[config.mk]
export PLATFORM = sky130hd
export DESIGN_NAME = bid_round_sched
export DESIGN_NICKNAME = d
export VERILOG_FILES = /design/src/rtl/bid_sched_pkg.sv /design/src/rtl/bid_round_sched_rr_arb3.sv /design/src/rtl/bid_round_sched.sv
export SDC_FILE = /design/constraint.sdc
export NUM_CORES = 1
export LEC_CHECK = 0
export ABC_AREA = 0
export BUFFER_PORTS_ARGS = -buffer_cell sky130_fd_sc_hd__buf_4
export CORE_ASPECT_RATIO = 1.4
export CORE_UTILIZATION = 50
export CTS_CLUSTER_SIZE = 10
export DETAILED_ROUTE_END_ITERATION = 6
export MAX_ROUTING_LAYER = met4
export PLACE_DENSITY_LB_ADDON = 0.15
export SETUP_SLACK_MARGIN = 0.3
export SLEW_MARGIN = 40
export SYNTH_ARGS = -nofsm -noshare
export SYNTH_HDL_FRONTEND = slang
export SYNTH_SLANG_ARGS = --single-unit
[constraint.sdc]
create_clock -name clk -period 8.8 [get_ports clk]
set_input_delay 1.32 -clock clk [delete_from_list [all_inputs] [get_ports clk]]
set_output_delay 1.32 -clock clk [all_outputs]
set_load 0.1 [all_outputs]
[src/rtl/bid_sched_pkg.sv]
// Shared types and constants for the sealed-bid round scheduler.
package bid_sched_pkg;

   localparam int unsigned NUM_BIDDERS = 3;
   localparam int unsigned PTR_W       = 2;
   localparam int unsigned BID_X       = 0;
   localparam int unsigned BID_Y       = 1;
   localparam int unsigned BID_Z       = 2;

   typedef enum logic [1:0] {
      ST_IDLE    = 2'd0,
      ST_RUN     = 2'd1,
      ST_RESOLVE = 2'd2
   } state_e;

   // Round-robin pointer update: priority moves to the bidder after the one granted.
   function automatic logic [PTR_W-1:0] next_ptr(input logic [NUM_BIDDERS-1:0] gnt);
      logic [PTR_W-1:0] p;
      p = PTR_W'(BID_X);
      if (gnt[BID_X])      p = PTR_W'(BID_Y);
      else if (gnt[BID_Y]) p = PTR_W'(BID_Z);
      return p;
   endfunction

endpackage

[src/rtl/bid_round_sched_rr_arb3.sv]
// Three-way round-robin arbiter: one-hot grant, ptr names the highest-priority bidder.
module rr_arb3
   import bid_sched_pkg::*;
(
   input  logic [NUM_BIDDERS-1:0] req_i,
   input  logic [PTR_W-1:0]       ptr_i,
   output logic [NUM_BIDDERS-1:0] gnt_o
);

   logic [NUM_BIDDERS-1:0] rot;
   logic [NUM_BIDDERS-1:0] pick;

   // Rotate so the pointer bidder sits at bit 0, pick lowest set bit, rotate back.
   always_comb begin
      rot   = req_i;
      pick  = '0;
      gnt_o = '0;
      case (ptr_i)
         2'd1:    rot = {req_i[0], req_i[2], req_i[1]};
         2'd2:    rot = {req_i[1], req_i[0], req_i[2]};
         default: rot = req_i;
      endcase
      if (rot[0])      pick = 3'b001;
      else if (rot[1]) pick = 3'b010;
      else if (rot[2]) pick = 3'b100;
      case (ptr_i)
         2'd1:    gnt_o = {pick[1], pick[0], pick[2]};
         2'd2:    gnt_o = {pick[0], pick[2], pick[1]};
         default: gnt_o = pick;
      endcase
   end

endmodule

[src/rtl/bid_round_sched.sv]
// Timed bidding-round scheduler with round-robin bid acceptance and max tracking.
// Optional RETRACT_EN adds a retract port and runner-up tracking.
module bid_round_sched
   import bid_sched_pkg::*;
#(
   parameter int unsigned AMT_W = 16,
   parameter int unsigned TMR_W = 4
)(
   input  logic                         clk,
   input  logic                         reset,
   input  logic                         start,
   input  logic [TMR_W-1:0]             timer_load,
   input  logic [NUM_BIDDERS-1:0]       mask,
   input  logic [NUM_BIDDERS-1:0]       bid_req,
   input  logic [NUM_BIDDERS*AMT_W-1:0] bid_amt,
`ifdef RETRACT_EN
   input  logic [NUM_BIDDERS-1:0]       retract,
`endif
   output logic [NUM_BIDDERS-1:0]       bid_gnt,
   output logic                         bid_low,
   output logic                         busy,
   output logic                         round_over,
   output logic [NUM_BIDDERS-1:0]       winner,
   output logic [AMT_W-1:0]             max_bid
);

   state_e                 state_q, state_d;
   logic [TMR_W-1:0]       timer_q, timer_d;
   logic [NUM_BIDDERS-1:0] mask_q, mask_d;
   logic [AMT_W-1:0]       max_q, max_d;
   logic [NUM_BIDDERS-1:0] leader_q, leader_d;
   logic [NUM_BIDDERS-1:0] winner_q, winner_d;
   logic [PTR_W-1:0]       ptr_q, ptr_d;
   logic                   low_q, low_d;
   logic                   over_q, over_d;
   logic                   busy_q, busy_d;
`ifdef RETRACT_EN
   logic [NUM_BIDDERS-1:0] ru_id_q, ru_id_d;
   logic [AMT_W-1:0]       ru_amt_q, ru_amt_d;
   logic                   ret_hit;
`endif

   logic                   run_c;
   logic [NUM_BIDDERS-1:0] arb_req;
   logic [NUM_BIDDERS-1:0] gnt;
   logic [AMT_W-1:0]       acc_amt;

   assign run_c = (state_q == ST_RUN);

   // A valid retract freezes arbitration for that cycle.
`ifdef RETRACT_EN
   assign ret_hit = run_c && ((retract & (leader_q | ru_id_q)) != '0);
   assign arb_req = (run_c && !ret_hit) ? (bid_req & mask_q) : '0;
`else
   assign arb_req = run_c ? (bid_req & mask_q) : '0;
`endif

   rr_arb3 u_arb (
      .req_i (arb_req),
      .ptr_i (ptr_q),
      .gnt_o (gnt)
   );

   assign bid_gnt = gnt;

   always_comb begin
      acc_amt = '0;
      for (int b = 0; b < NUM_BIDDERS; b++) begin
         if (gnt[b]) acc_amt = bid_amt[b*AMT_W +: AMT_W];
      end
   end

   always_comb begin
      state_d  = state_q;
      timer_d  = timer_q;
      mask_d   = mask_q;
      max_d    = max_q;
      leader_d = leader_q;
      winner_d = winner_q;
      ptr_d    = ptr_q;
      low_d    = 1'b0;
      over_d   = 1'b0;
`ifdef RETRACT_EN
      ru_id_d  = ru_id_q;
      ru_amt_d = ru_amt_q;
`endif
      case (state_q)
         ST_IDLE: begin
            if (start) begin
               timer_d  = timer_load;
               mask_d   = mask;
               max_d    = '0;
               leader_d = '0;
               winner_d = '0;
`ifdef RETRACT_EN
               ru_id_d  = '0;
               ru_amt_d = '0;
`endif
               state_d  = ST_RUN;
            end
         end
         ST_RUN: begin
            if (gnt != '0) begin
               ptr_d = next_ptr(gnt);
               if (acc_amt > max_q) begin
`ifdef RETRACT_EN
                  if (gnt != leader_q) begin
                     ru_id_d  = leader_q;
                     ru_amt_d = max_q;
                  end
`endif
                  max_d    = acc_amt;
                  leader_d = gnt;
               end else begin
                  low_d = 1'b1;
`ifdef RETRACT_EN
                  if (gnt != leader_q && (ru_id_q == '0 || acc_amt > ru_amt_q)) begin
                     ru_id_d  = gnt;
                     ru_amt_d = acc_amt;
                  end
`endif
               end
            end
`ifdef RETRACT_EN
            else if (ret_hit) begin
               // Leader retract promotes the runner-up; both retracting empties the board.
               if ((retract & leader_q) != '0) begin
                  if ((retract & ru_id_q) != '0) begin
                     max_d    = '0;
                     leader_d = '0;
                  end else begin
                     max_d    = ru_amt_q;
                     leader_d = ru_id_q;
                  end
               end
               ru_id_d  = '0;
               ru_amt_d = '0;
            end
`endif
            if (timer_q == '0) state_d = ST_RESOLVE;
            else               timer_d = timer_q - TMR_W'(1);
         end
         ST_RESOLVE: begin
            winner_d = leader_q;
            over_d   = 1'b1;
            state_d  = ST_IDLE;
         end
         default: state_d = ST_IDLE;
      endcase
      busy_d = (state_d != ST_IDLE);
   end

   always_ff @(posedge clk) begin
      if (reset) begin
         state_q  <= ST_IDLE;
         timer_q  <= '0;
         mask_q   <= '0;
         max_q    <= '0;
         leader_q <= '0;
         winner_q <= '0;
         ptr_q    <= PTR_W'(BID_X);
         low_q    <= 1'b0;
         over_q   <= 1'b0;
         busy_q   <= 1'b0;
`ifdef RETRACT_EN
         ru_id_q  <= '0;
         ru_amt_q <= '0;
`endif
      end else begin
         state_q  <= state_d;
         timer_q  <= timer_d;
         mask_q   <= mask_d;
         max_q    <= max_d;
         leader_q <= leader_d;
         winner_q <= winner_d;
         ptr_q    <= ptr_d;
         low_q    <= low_d;
         over_q   <= over_d;
         busy_q   <= busy_d;
`ifdef RETRACT_EN
         ru_id_q  <= ru_id_d;
         ru_amt_q <= ru_amt_d;
`endif
      end
   end

   assign bid_low    = low_q;
   assign busy       = busy_q;
   assign round_over = over_q;
   assign winner     = winner_q;
   assign max_bid    = max_q;

endmodule

After elaboration in Yosys (flattened, before gate mapping)
Cells that the tools add are included.
Storage, ports and cells
  register bits: 36
  logic and storage cells: 63
Cells by class
  add/sub/neg operators: 1
  magnitude comparators: 1
  eq/ne operators: 8
  mux-type cells: 28
  bitwise operators: 3
  reductions and logical operators: 12
Operator list (number)
  two-way mux 16 bit: 6
  case mux 16 bit (2 select lines): 1
  case mux 3 bit (2 select lines): 4
  two-way mux 3 bit: 7
  > comparator 16 bit: 1
  two-way mux 2 bit: 4
  two-way mux 4 bit: 2
  case mux 4 bit (2 select lines): 1
  AND reduction 2 bit: 3
  nonzero test 2 bit: 3
  equality test 2 x 1 -> 1 bit, second input constant: 2
  equality test 2 bit, second input constant: 2
  zero test 4 bit: 1
  != test 2 x 1 -> 1 bit, second input constant: 2
  != test 2 bit, second input constant: 2
  case mux 2 bit (2 select lines): 1
  AND reduction 4 bit: 1
  subtractor 4 x 1 -> 4 bit, second input constant: 1
  AND 3 bit: 1
  AND reduction 3 bit: 1
  nonzero test 3 bit: 1
  OR reduction 3 bit: 1
  zero test 2 bit: 1
  two-way mux 1 bit: 2
  inverter 1 bit: 2

Logic depth before layout (Yosys ltp)
Gate-level depths: netlist of run 1.
  depth in word-level cells: 14
  gate-level depth with buffers: 19

Modules after synthesis
Synthesis of run 1 repeated with hierarchy kept, for this count alone.
Second synthesis, totals
  cell total of the unflattened synthesis: 259
  area total of the unflattened synthesis: 2187.1 sq um
By module, submodules not included
  bid_round_sched: instances 1, cells an instance 238, area an instance 2055.7 sq um
  rr_arb3: instances 1, cells an instance 21, area an instance 131.4 sq um

Worst setup path after synthesis of run 1
OpenSTA, ideal clock, no wires.
  path kind: input port to flip-flop
  start point: input bid_req[1]
  end point: register max_q[8], in the netlist max_bid[8]
  data arrival time: 4.930 ns
  data required time: 8.732 ns
  setup slack: 3.802 ns
  stages: 18
  cells stage by stage: and4b_1 > buf_6 > a32o_1 > a32oi_2 > inv_2 > buf_6 > buf_2 > a221o_1 > o21a_1 > ha_1 > nand4_1 > or4_1 > a31oi_1 > a41o_1 > buf_2 > buf_2 > o211ai_1 > a21oi_2
RTL lines
  start: declaration: line bid_round_sched.sv:14  | input logic [NUM_BIDDERS-1:0] bid_req,
  AND 3 bit *: line bid_round_sched.sv:55  | assign arb_req = run_c ? (bid_req & mask_q) : '0;
  two-way mux 3 bit *: line bid_round_sched.sv:55
  case mux 3 bit (2 select lines) *: line bid_round_sched_rr_arb3.sv:18  | case (ptr_i)
  two-way mux 3 bit: line bid_round_sched_rr_arb3.sv:25  | else if (rot[2]) pick = 3'b100;
  two-way mux 3 bit: line bid_round_sched_rr_arb3.sv:24  | else if (rot[1]) pick = 3'b010;
  two-way mux 3 bit *: line bid_round_sched_rr_arb3.sv:23  | if (rot[0]) pick = 3'b001;
  case mux 3 bit (2 select lines) *: line bid_round_sched_rr_arb3.sv:26  | case (ptr_i)
  via bid_gnt[1]: line bid_round_sched.sv:19  | output logic [NUM_BIDDERS-1:0] bid_gnt,
  two-way mux 16 bit (2 in a row): line bid_round_sched.sv:69  | if (gnt[b]) acc_amt = bid_amt[b*AMT_W +: AMT_W];
  > comparator 16 bit or two-way mux 16 bit (tied branches): line bid_round_sched.sv:105  | if (acc_amt > max_q) begin
  != test 2 x 1 -> 1 bit (no line) or two-way mux 16 bit (tied branches)
  AND reduction 4 bit (no line) or case mux 16 bit (2 select lines) (tied branches)
  end signal: assignment: line bid_round_sched.sv:173  | max_q <= max_d;
  end: declaration: line bid_round_sched.sv:30  | logic [AMT_W-1:0] max_q, max_d;
The timed path passes the listed nets; every way through them passes the cells marked *. The select of a mux whose other input is x is not followed.
A chain may end at the register's enable or synchronous reset.

Final worst setup path of run 1
  start point: input bid_req[1]
  end point: register leader_q[1]
On the way
  longest elaborated chain between the ends: 13
Ends and longest elaborated chain
  AND 3 bit *: line bid_round_sched.sv:55
  two-way mux 3 bit *: line bid_round_sched.sv:55
  case mux 3 bit (2 select lines) *: line bid_round_sched_rr_arb3.sv:18
  two-way mux 3 bit: line bid_round_sched_rr_arb3.sv:25
  two-way mux 3 bit: line bid_round_sched_rr_arb3.sv:24
  two-way mux 3 bit *: line bid_round_sched_rr_arb3.sv:23
  case mux 3 bit (2 select lines) *: line bid_round_sched_rr_arb3.sv:26
  two-way mux 16 bit (3 in a row): line bid_round_sched.sv:69
  > comparator 16 bit: line bid_round_sched.sv:105
  != test 2 x 1 -> 1 bit (no line)
  AND reduction 4 bit (no line)
  end signal: assignment: line bid_round_sched.sv:174  | leader_q <= leader_d;
  end: declaration: line bid_round_sched.sv:31  | logic [NUM_BIDDERS-1:0] leader_q, leader_d;
Every way passes the cells marked *; elsewhere a longest branch is shown, timed or not. The select of a mux whose other input is x is not followed.

==> results.json, run 1 <==
{
  "clk_pin_slew_ns": 0.08,
  "antenna_found_initial": 0,
  "regArea_sq_um": 721,
  "synth_edf_count": 0,
  "startpoint_type": "primary input",
  "cts_buffers": 5,
  "ys_ff_latch": 36,
  "antenna_left": 0,
  "peakVddDrop_mv": 0.0586,
  "layout-drive-gt1-share": 0.350,
  "rsz0062_at_grt": "no",
  "arrival_ns": 5.59,
  "syn_area_sq_mm": 0.00261,
  "met2_usage": 0.508,
  "hold_path_end": "mask_q[1]",
  "grt_start_max_net_pins": 38,
  "groute.layer.met3.usage": 0.0484,
  "die_w_microns": 63.1,
  "min_period_ns": 5.38,
  "yosys_warnings": 0,
  "grt_pass1_wl_microns": 11100,
  "cts-resized-gates": 0,
  "leakage_nw": 1.34,
  "async_reset_ff_frac": 0,
  "hold_viol": 0,
  "finalCritPeriodShare": 0.612,
  "cts.path.max_buffers": 2,
  "setup_tns_ns": 0,
  "ys_seq_area_frac": 0.276,
  "maxSlewHeadroom": 0.461,
  "grt_pass1_vias": 2510,
  "hold_path_depth": 2,
  "tightest_slew_ns": 0.806,
  "r2r_slack_ns": 4.05,
  "htree_num_levels": 2,
  "critPathKind": "in2reg",
  "final_cell_mix": "86 x buf_4, 36 x dfxtp_1, 22 x inv_1, 22 x a21oi_1, 19 x ha_1",
  "drv_slew": 0,
  "ys.flop_type": "dfxtp_1",
  "grtUsageTotal": 0.264,
  "place_congestion": 0.827,
  "cp-end-kind": "flip-flop",
  "vias": 2578,
  "cts_tree": "done",
  "drtIter0Drc": 118,
  "fp-row-count": 30,
  "critPathMaxFanout": 34,
  "io_pins": 86,
  "r2r-start": "state_q[1]",
  "final_core_util": 0.671,
  "syn_nets": 370,
  "cts_root_buffer": "clkbuf_8",
  "hp-class": "reg2reg",
  "status": "finished clean",
  "start_util": 0.531,
  "synth.distinct_cells": 49,
  "port_buffers": 85,
  "dieArea_sq_mm": 0.00552,
  "syn_inst": 290,
  "dpl.hpwl_microns": 4860,
  "drcViolationCount": 0,
  "avgRoutedWirePerCell_microns": 16.1,
  "busiest_layer": "met2",
  "clk_latency_ns": 0.30,
  "hold_buffers": 0,
  "skew_ns": 0.00991,
  "vias_per_cell": 6.08,
  "reg2reg_depth": 14,
  "firstDrtPassIters": 4,
  "rr_endpoint": "leader_q[1]",
  "core_sq_mm": 0.00492,
  "die_y_microns": 87.5,
  "multi_input_area_sq_mm": 0.00164,
  "area.growth.synth_to_final_pct": 26.5,
  "worstPathRequired_ns": 9.01,
  "fmax_mhz": 186,
  "diodes": 0,
  "final_nets": 439,
  "layout_commonest_cell": "buf_4",
  "finalSetupViolations": 0,
  "hp-start": "mask_q[1]",
  "power_density_mw_per_mm2": 137,
  "drt-total-wl_microns": 6830,
  "postCtsSetupBuffers": 0,
  "num-fill-cells": 439,
  "cts_sinks": 36,
  "overflow": 0,
  "syn_avg_cell_area_sq_um": 9.00,
  "max-cap-violations": 0,
  "use_met1": 0.266
}
-- cell type report --
| cell class | instances | share of cell area |
|---|---|---|
| timing repair buffer | 87 | 0.199 |
| clock buffer | 6 | 0.0220 |
| clock inverter | 2 | 0.0106 |
| inverter | 24 | 0.0296 |
| sequential | 36 | 0.218 |
| multi-input combinational | 205 | 0.496 |
| tap | 64 | 0.0243 |
-- worst max-delay path by stage --
stage | start | endpoint | slack, ns | cells past startpoint
3_3_place_gp | bid_req[1] | leader_q[1] | 3.33 | 15
2_1_floorplan | bid_req[1] | max_bid[8] | 3.80 | 18
5_1_grt | bid_req[1] | leader_q[1] | 3.16 | 15
6_report | bid_req[1] | leader_q[1] | 3.42 | 15
4_1_cts | bid_req[1] | leader_q[1] | 3.43 | 15
3_5_place_dp | bid_req[1] | leader_q[1] | 3.12 | 15
-- critical path, stage by stage --
cell       delay (ns)
buf_4            0.11
and4b_1          0.25
o2111ai_1        0.20
o31a_1           0.16
buf_4            0.39
inv_8            0.13
a221o_1          0.32
o21a_1           0.12
ha_1             0.31
nand4_1          0.12
or4_1            0.51
a31oi_1          0.34
a41o_1           0.68
o21ai_0          0.30
a221oi_1         0.32
-- per-layer routing --
metal  routed length (microns)  share of wire
met4                        71          0.010
met1                      2610           0.38
met5                         0              0
met2                      3790           0.55
met3                       361          0.053
-- kinds of logic (layout without fill, tap and decap cells) --
logic type,count (synthesis),in the layout,synth area share
AND/OR/NAND/NOR,56,56,0.111
adder cells (fa/ha/maj),19,19,0.0911
buffers and inverters,49,119,0.102
flip-flops,36,36,0.276
AO/OA/AOI/OAI,130,130,0.420
-- flip-flops by register name, summed over array words and instances, names as in the netlist, 2 cells and up --
signal	flops
mask_q	3
winner	3
max_bid	16
timer_q	4
leader_q	3
ptr_q	2
state_q	2
-- Yosys cell counts (4+ instances only) --
cell type | instances | area, sq um
dfxtp_1 | 36 | 721
a21oi_1 | 22 | 110
inv_1 | 22 | 82.6
ha_1 | 19 | 238
nor2_1 | 18 | 67.6
o21a_1 | 18 | 135
a221o_1 | 16 | 160
nand2_1 | 14 | 52.6
o2111ai_2 | 10 | 150
o211ai_1 | 9 | 67.6
a21oi_2 | 8 | 70.1
clkbuf_1 | 7 | 26.3
o2111ai_1 | 7 | 61.3
o211ai_2 | 7 | 87.6
o21ai_0 | 7 | 35.0
a22oi_1 | 6 | 45.0
buf_2 | 6 | 30.0
buf_6 | 6 | 67.6
nor2b_1 | 4 | 25.0
-- report_power, final --
| part | leakage (nW) | internal (mW) | total (mW) | switching (mW) |
|---|---|---|---|---|
| clock network | 0.0552 | 0.0842 | 0.148 | 0.0634 |
| logic | 0.988 | 0.0472 | 0.131 | 0.0837 |
| registers | 0.292 | 0.170 | 0.175 | 0.00552 |
-- through the flow --
step | worst slack (ns) | total power [mW] | hold slack [ns] | instances | instance area [sq um]
after CTS | 3.43 | 0.456 | 0.461 | 424 | 3300
after detailed placement | 3.12 | 0.309 | 0.450 | 416 | 3190
after floorplan | 3.80 | 0.267 | 0.432 | 290 | 2610
final | 3.42 | 0.454 | 0.463 | 424 | 3300
after global placement | 3.33 | 0.303 | 0.447 | 415 | 3170
after global routing | 3.16 | 0.474 | 0.484 | 424 | 3300
No activity file was read; power rests on OpenSTA's default activity.
==> run 2, diff against run 1 <==
clock period = 5.1 ns   (was 8.8 ns; I/O delays follow)
==> results.json, run 2 (synthesis gave the netlist of run 1 again) <==
{
  "leakage_nw": 1.35,
  "grtUsageTotal": 0.267,
  "cts_root_buffer": "clkbuf_8",
  "hold_viol": 0,
  "largest_reg_flops": 16,
  "area.growth.synth_to_final_pct": 27.2,
  "firstDrtPassIters": 4,
  "drcViolationCount": 0,
  "cts-resized-gates": 0,
  "vias": 2586,
  "finalSetupViolations": 0,
  "critPathKind": "reg2reg",
  "dieArea_sq_mm": 0.00552,
  "diodes": 0,
  "drv_slew": 0,
  "postCtsSetupBuffers": 0,
  "setup_tns_ns": 0,
  "tightest_slew_ns": 0.833,
  "cts_buffers": 5,
  "dp_worst_setup_slack_ns": 0.576,
  "drtIter0Drc": 93,
  "grt_start_max_net_pins": 38,
  "avgRoutedWirePerCell_microns": 16.4,
  "core_sq_mm": 0.00492,
  "cts.path.max_buffers": 2,
  "startpoint_type": "flip-flop",
  "antenna_left": 0,
  "cpMaxStageDelayCell": "or4_1",
  "antenna_found_initial": 0,
  "power_density_mw_per_mm2": 240,
  "status": "finished clean",
  "skew_ns": 0.0102,
  "hold_buffers": 0,
  "arrival_ns": 4.37,
  "final_cell_mix": "90 x buf_4, 36 x dfxtp_1, 22 x inv_1, 22 x a21oi_1, 19 x ha_1",
  "rsz0062_at_grt": "no",
  "worstPathRequired_ns": 5.29,
  "clk_latency_ns": 0.29,
  "max-cap-violations": 0,
  "clk_pin_slew_ns": 0.07,
  "cp-end-kind": "flip-flop",
  "peakVddDrop_mv": 0.183,
  "maxSlewHeadroom": 0.444,
  "drt-total-wl_microns": 7000,
  "overflow": 0,
  "final_nets": 443,
  "start_util": 0.531,
  "port_buffers": 85,
  "vias_per_cell": 6.04,
  "fmax_mhz": 239,
  "grt_pass1_vias": 2484,
  "setup_ws_ns": 0.915,
  "finalCritPeriodShare": 0.821,
  "min_period_ns": 4.19,
  "dpl.hpwl_microns": 5090,
  "critPathMaxFanout": 20,
  "layout-drive-gt1-share": 0.357,
  "path_cells": "inv_1 -> ha_1 -> inv_1 -> a32o_1 -> a32oi_2 -> inv_2 -> a221o_1 -> o21a_1 -> ha_1 -> nand4_1 -> or4_1 -> a31oi_1 -> a41o_1 -> buf_4 -> o21ai_0 -> a221oi_1",
  "hp-class": "reg2reg",
  "layout_commonest_cell": "buf_4",
  "cts_sinks": 36,
  "grt_pass1_wl_microns": 11100,
  "fp-row-count": 30,
  "htree_num_levels": 2,
  "final_core_util": 0.675,
  "io_pins": 86,
  "cp_slowest_stage_delay_ns": 0.51,
  "die_w_microns": 63.1,
  "die_y_microns": 87.5,
  "place_congestion": 0.870,
  "cts_tree": "done"
}
run 2: final cells by class:
class	instances	area, sq um
clock buffers	6	72.6
clock inverters	2	35.0
fillers	449	1600
inverters	24	97.6
multi-input cells	205	1630
flip-flops and latches	36	721
well taps	64	80.1
repair buffers	91	687
run 2: layer usage:
layer  track usage  vias to the layer above  routed length [microns]
met5             -                        -                        0
met4        0.0698                        0                       66
met3        0.0366                        5                      294
met2         0.527                       88                     3890
met1         0.269                     1226                     2750
li1              -                     1267                        -
run 2: worst max-delay path: cells and delay by family (launching register included):
| kind | cells | cell delay (ns) |
|---|---|---|
| compound gates | 8 | 1.87 |
| fa+ha+maj | 2 | 0.66 |
| buf+inv | 4 | 0.55 |
| flops | 1 | 0.36 |
| simple gates | 2 | 0.64 |
run 2: final timing paths:
| kind | startpoint | to | slack [ns] | cells past startpoint |
|---|---|---|---|---|
| setup / recovery | ptr_q[0] | leader_q[1] | 0.91 | 16 |
| hold / removal | mask_q[0] | mask_q[0] | 0.48 | 2 |
| setup reg to reg | ptr_q[0] | leader_q[1] | 0.91 | 16 |
| hold reg to reg | mask_q[0] | mask_q[0] | 0.48 | 2 |
run 2: per-stage QoR:
stage	hold slack, ns	instance area, sq um	cells	power [mW]
finish	0.480	3320	428	0.795
global route	0.501	3320	428	0.832
CTS	0.482	3320	428	0.800
detailed placement	0.469	3210	420	0.547
global placement	0.459	3200	419	0.541
floorplan	0.432	2610	290	0.461
run 2: where the power goes:
group | internal, mW | total, mW | switching [mW]
clock | 0.145 | 0.253 | 0.108
combinational | 0.0941 | 0.240 | 0.146
sequential | 0.293 | 0.302 | 0.00919
total | 0.532 | 0.795 | 0.263
